File: src/rtl/seq_det_pkg.sv
// seq_det_pkg: shared widths, length mask helper and reset defaults for the pattern detector
package seq_det_pkg;
   localparam int MAX_W = 64;
   localparam logic [7:0] DEF_PAT = 8'b0000_0110;
   localparam int DEF_LEN = 4;
   function automatic int len_w(input int pat_w);
      return $clog2(pat_w + 1);
   endfunction
   function automatic logic [MAX_W-1:0] mask(input int len);
      return (len >= MAX_W) ? '1 : (MAX_W'(1) << len) - MAX_W'(1);
   endfunction
endpackage

File: src/rtl/seq_detector_prog_sat_counter.sv
// sat_counter: saturating up-counter with synchronous clear taking priority over increment
module sat_counter #(
   parameter int CNT_W = 8
) (
   input  logic             clk,
   input  logic             reset,
   input  logic             inc,
   input  logic             clr,
   output logic [CNT_W-1:0] out
);
   always_ff @(posedge clk or negedge reset)
      if (!reset) out <= '0;
      else out <= clr ? '0 : (inc && !(&out)) ? out + 1'b1 : out;
endmodule

File: src/rtl/seq_detector_prog.sv
// seq_detector_prog: runtime-programmable serial pattern detector with overlap, Mealy/Moore output
// and a saturating match counter
module seq_detector_prog import seq_det_pkg::*; #(
   parameter int PAT_W = 8,
   parameter logic [PAT_W-1:0] DEF_PAT = PAT_W'(seq_det_pkg::DEF_PAT),
   parameter int DEF_LEN = seq_det_pkg::DEF_LEN,
   parameter int DEF_OVL = 1,
   parameter int MOORE = 0,
   parameter int CNT_W = 8,
   localparam int LEN_W = len_w(PAT_W)
) (
   input  logic             clk,
   input  logic             reset,
   input  logic             x,
   input  logic             x_valid,
   input  logic             cfg_load,
   input  logic [PAT_W-1:0] cfg_pat,
   input  logic [LEN_W-1:0] cfg_len,
   input  logic             cfg_ovl,
   input  logic             cnt_clr,
   output logic             z,
   output logic [CNT_W-1:0] match_cnt,
   output logic             busy
);
   logic [PAT_W-1:0] pat, nxt, m;
   logic [PAT_W-2:0] hist;
   logic [LEN_W-1:0] len, fill, cl;
   logic ovl, acc, hit, zr;
   // the oldest history bit only matters as part of nxt, so it is never stored
   assign acc  = x_valid & ~cfg_load;
   assign nxt  = {hist, x};
   assign m    = PAT_W'(mask(int'(len)));
   assign hit  = acc && ({1'b0, fill} + 1'b1 >= {1'b0, len}) && (((nxt ^ pat) & m) == '0);
   assign cl   = (cfg_len == '0 || int'(cfg_len) > PAT_W) ? LEN_W'(PAT_W) : cfg_len;
   assign z    = (MOORE != 0) ? zr : hit;
   assign busy = fill != '0;
   always_ff @(posedge clk or negedge reset)
      if (!reset) begin
         pat  <= DEF_PAT;
         len  <= LEN_W'(DEF_LEN);
         ovl  <= DEF_OVL != 0;
         hist <= '0;
         fill <= '0;
         zr   <= 1'b0;
      end else begin
         zr <= hit;
         if (cfg_load) begin
            pat  <= cfg_pat;
            len  <= cl;
            ovl  <= cfg_ovl;
            hist <= '0;
            fill <= '0;
         end else if (acc) begin
            hist <= (hit && !ovl) ? '0 : nxt[PAT_W-2:0];
            fill <= (hit && !ovl) ? '0 : (fill == len) ? fill : fill + 1'b1;
         end
      end
   sat_counter #(.CNT_W(CNT_W)) u_cnt (
      .clk   (clk),
      .reset (reset),
      .inc   (hit),
      .clr   (cnt_clr),
      .out   (match_cnt)
   );
endmodule
File: config.mk
export PLATFORM = sky130hd
export DESIGN_NAME = seq_detector_prog
export DESIGN_NICKNAME = d
export VERILOG_FILES = /design/src/rtl/seq_det_pkg.sv /design/src/rtl/seq_detector_prog_sat_counter.sv /design/src/rtl/seq_detector_prog.sv
export SDC_FILE = /design/constraint.sdc
export NUM_CORES = 1
export LEC_CHECK = 0
export CAP_MARGIN = 10
export CORE_MARGIN = 2
export CORE_UTILIZATION = 40
export CTS_BUF_LIST = sky130_fd_sc_hd__clkbuf_8 sky130_fd_sc_hd__clkbuf_16
export DETAILED_ROUTE_END_ITERATION = 8
export MAX_ROUTING_LAYER = met4
export REMOVE_ABC_BUFFERS = 1
export SLEW_MARGIN = 15
export SYNTH_ARGS = -nofsm -noshare
export SYNTH_HDL_FRONTEND = slang
export SYNTH_HIERARCHICAL = 1
export SYNTH_SLANG_ARGS = --single-unit
File: constraint.sdc
create_clock -name clk -period 6.8 [get_ports clk]
set_input_delay 0.68 -clock clk [delete_from_list [all_inputs] [get_ports clk]]
set_output_delay 0.68 -clock clk [all_outputs]
set_load 0.01 [all_outputs]
==> parameters.txt <==
Parameter                              Value

Run status
  Run status ... completed

Power
  Share of total power in the clock network ... roughly a third
  Reg power frac ... between 40% and 50%
  Power Dens Cells ... around 200 nW/µm²
  Share of total power in combinational logic ... between 20 and 25%
  Internal Pwr Total ... ~330 µW
  Max VDD drop ... ~0.00013 V
  Leakage power total ... 0.000936 µW
  Total power ... 459 µW
  Sw Pwr ... 126 µW
  Sw frac ... between 20% and 30%

Place
  Area after detailed placement ... roughly 2200 µm²
  PortBufs ... 28
  Global placer's final weighted congestion ... 0.791
  HPWL after detailed placement ... between 2 and 3 mm
  Count of placed standard cells including taps ... around 250

Worst setup path
  Most used cell along the critical path ... sky130_fd_sc_hd__clkdlybuf4s50_1
  Capturing element type of the critical path ... output port
  Kind of critical path ... input pin to output port
  Data arrival time of the worst path ... 3.58 ns
  CP peak stage delay ... around 0.81 ns
  Kind of start point of the critical path ... input pin
  Cells along the critical path ... clkdlybuf4s50_1 > nor2b_1 > o21ai_0 > and4b_1 > nand3_1 > nor2_1 > clkdlybuf4s50_1
  Setup crit start ... cfg_load
  CP max FO ... 20
  Startpoint of the worst register-to-register path ... len[1]
  Data required time of the worst path ... a little over 6 ns
  Slowest library cell on the worst path ... sky130_fd_sc_hd__clkdlybuf4s50_1

Route
  # DRC ... 0
  Total via count in the routed design ... approximately 1500
  Post-route ant nets ... 0
  Final wirelength ... 4.04 mm
  Highest metal used ... met4
  Routed length on met1 ... between 1.5 and 2 mm
  DR WL/cell ... 15.4 µm
  First-pass DRT Iterations ... 4
  Per-cell via count in the routed design ... around 5.6
  Met3 WL post-DR ... roughly 140 µm
  Drt initial violations ... 54
  WL met2 ... ~1.9 mm

Finish
  Area Growth Syn to Fin ... 19.0%
  Final std cell area, no fill ... between 2000 and 2500 µm²
  Cell Count, Final, Fillers Out ... between 200 and 300
  # diodes ... 0
  Commonest cells after routing, fill and taps aside ... 28 x sky130_fd_sc_hd__dfrtp_1, 28 x sky130_fd_sc_hd__clkdlybuf4s50_1, 11 x sky130_fd_sc_hd__o21ai_0, 11 x sky130_fd_sc_hd__nand2_1
  Area occupied by multi-input gates ... slightly below 1000 µm²
  Total number of nets in the final design ... 234
  Register cell area after layout ... between 800 and 900 µm²
  Filler instances ... ~420
  Fraction of final layout cells sized beyond drive strength 1 ... roughly 13%

Timing
  Final Critical Period ... approximately 4.3 ns
  Summed negative setup slack over all endpoints ... 0 ns
  Max transition margin ... a little under half
  Achievable clock frequency ... approximately 0.23 GHz
  Skew final ... 0.00644 ns
  Setup repair after global routing missed its margin ... false
  Count of endpoints failing hold in the final timing report ... 0
  Final Max Tran Viols ... 0
  Worst-Margin Slew ... roughly 0.78 ns
  Final setup violation count ... 0
  Part of the cycle the worst path needs ... around 63%
  Worst hold slack ... 0.518 ns

Floorplan
  Initial core utilization ... between 40% and 50%
  Ports placed on the boundary ... 29
  Die Y ... ~73 µm
  X dimension of the die ... between 70 and 80 µm
  Site row count ... 25
  Core ar. ... around 4700 µm²
  Area of the die ... about 5400 µm²

Synthesis
  Area share of xor/xnor cells in the synthesized design ... ~6.4%
  Largest family of logic cells by synthesized area ... compound AO/OA/AOI/OAI gates
  Post-synthesis sequential element count ... 32
  Prevailing post-synth register cell ... sky130_fd_sc_hd__dfrtp_1
  Post-synthesis compound-gate area fraction ... roughly 18%
  Fraction of the mapped netlist area in simple logic gates ... between 10% and 20%
  Post-Synthesis Cell Area ... ~1900 µm²
  Share of synthesized area spent on multiplexers ... roughly 7.2%
  Yosys Warn Count ... 6
  Sequential element share of the synthesized area ... a little over two fifths
  Gate count of the mapped netlist ... roughly 180
  Count of cell types in the netlist ... a little over 50
  Mean area per synthesized cell ... approximately 11 µm²
  Fraction of registers with async set or reset after synthesis ... between 90% and 100%
  Number of flops mapped to enable cells by yosys ... 0
  Fraction of the mapped netlist area in adder cells ... ~5.2%

CTS
  TritonCTS Sinks ... 32
  Hold_buf cts ... 0
  Number of buffers added by the clock tree synthesis step ... 5
  Max H-tree Level ... 2
  Clock insertion delay at the later pin of the skew report ... between 0.2 and 0.3 ns
  Post CTS Setup Buffer Count ... 0
  Clock-pin slew of the registers on the worst-case setup and hold paths ... 0.06 ns
  Maximum clock insertion buffer count ... 2
  Number of gates resized after cts ... 0
  CTS tree ... yes
  Clock root buffer ... sky130_fd_sc_hd__clkbuf_8

Global route
  Overall routing resource usage ... between 10% and 20%
  Remaining global-route overflow ... 0
  Pin count of the biggest net entering global routing ... 33
  Antenna violations before repair ... 0
  First-pass GRT wire length ... around 6.5 mm
  Number of global-route vias before repair ... around 1400

Job
  Max-Cap Viols ... 0

Hold path
  Type of the tightest min-delay check ... flip-flop to flip-flop
  Worst hold start ... hist[6]
[final cells by class]
| type | instances | share of cell area, % |
|---|---|---|
| clock inverters | 2 | 0.440 |
| inverters | 9 | 1.48 |
| clock buffers | 6 | 3.63 |
| flip-flops and latches | 32 | 35.4 |
| repair buffers | 29 | 12.6 |
| multi-input cells | 130 | 43.4 |
| well taps | 54 | 2.97 |
[state kept, by name, indices dropped and copies added, names as in the netlist]
| register | cells |
|---|---|
| u_cnt/out | 8 |
| pat | 8 |
| ovl | 1 |
| len | 4 |
| hist | 7 |
| fill | 4 |
[routing by layer]
metal | global-route usage, % | up-vias
li1 | - | 718
met1 | 22.6 | 719
met2 | 23.1 | 32
met3 | 4.42 | 6
met4 | 5.76 | 0
met5 | - | -
[power by group through the flow]
| stage | Clock [µW] | Sequential (µW) | Combinational (µW) |
|---|---|---|---|
| global placement | 0 | 222 | 88.2 |
| CTS | 154 | 220 | 92.9 |
| detailed placement | 0 | 223 | 92.1 |
| global route | 164 | 222 | 104 |
| finish | 147 | 219 | 92.8 |
| floorplan | 0 | 218 | 56.8 |
[worst max-delay path, delay by kind of cell]
| family | cells | cell delay (ns) |
|---|---|---|
| simple gates | 4 | 1.33 |
| compound gates | 1 | 0.15 |
| buf+inv | 2 | 1.41 |
[cells in the mapped netlist, drive strengths merged (2+ instances only)]
master   number  area share, %
nor3          4            1.0
nor2          8            1.6
dfrtp        28             37
a31oi         3           0.98
a41oi         2            1.9
a32o          7            3.7
o211ai        2           0.78
buf           7            3.4
or2           2           0.65
clkbuf        3           0.59
o22ai         2           0.65
a211oi        3            1.2
nand2        11            2.2
a21oi         6            1.6
inv           9            1.8
nor2b         3           0.98
or4           2           0.98
and3          2           0.65
mux2         11            6.7
nand2b        4            1.3
and4          2           0.92
and4b         2            1.1
o21ai        12            3.1
o2bb2ai       2           0.92
xor2          9            4.1
ha            8            5.2
dfstp         4            5.5
a311oi        2           0.92
xnor2         5            2.3
nand3         4            1.0
[stage by stage]
stage	setup WS [ns]	utilization (%)
final	2.54	48.8
after global routing	2.32	48.8
after CTS	2.52	48.8
after detailed placement	2.52	46.8
after global placement	2.62	46.8
after floorplan	3.85	-
[logic make-up (layout without fill, tap and decap cells)]
group	Yosys count	after routing
mux	12	12
fa+ha+maj	8	8
simple gates	51	51
flops	32	32
compound gates	45	45
xor+xnor	14	14
buf+inv	20	46
[worst paths after layout]
check	endpoint	slack (ns)	depth (start not counted)
max	z	2.54	7
min	hist[6]	0.52	1
max reg2reg	u_cnt/out[6]	3.60	10
min reg2reg	hist[6]	0.52	1
max in group asynchronous	ovl	5.67	2
min in group asynchronous	u_cnt/out[5]	0.80	2
No activity file was read; power rests on OpenSTA's default activity.
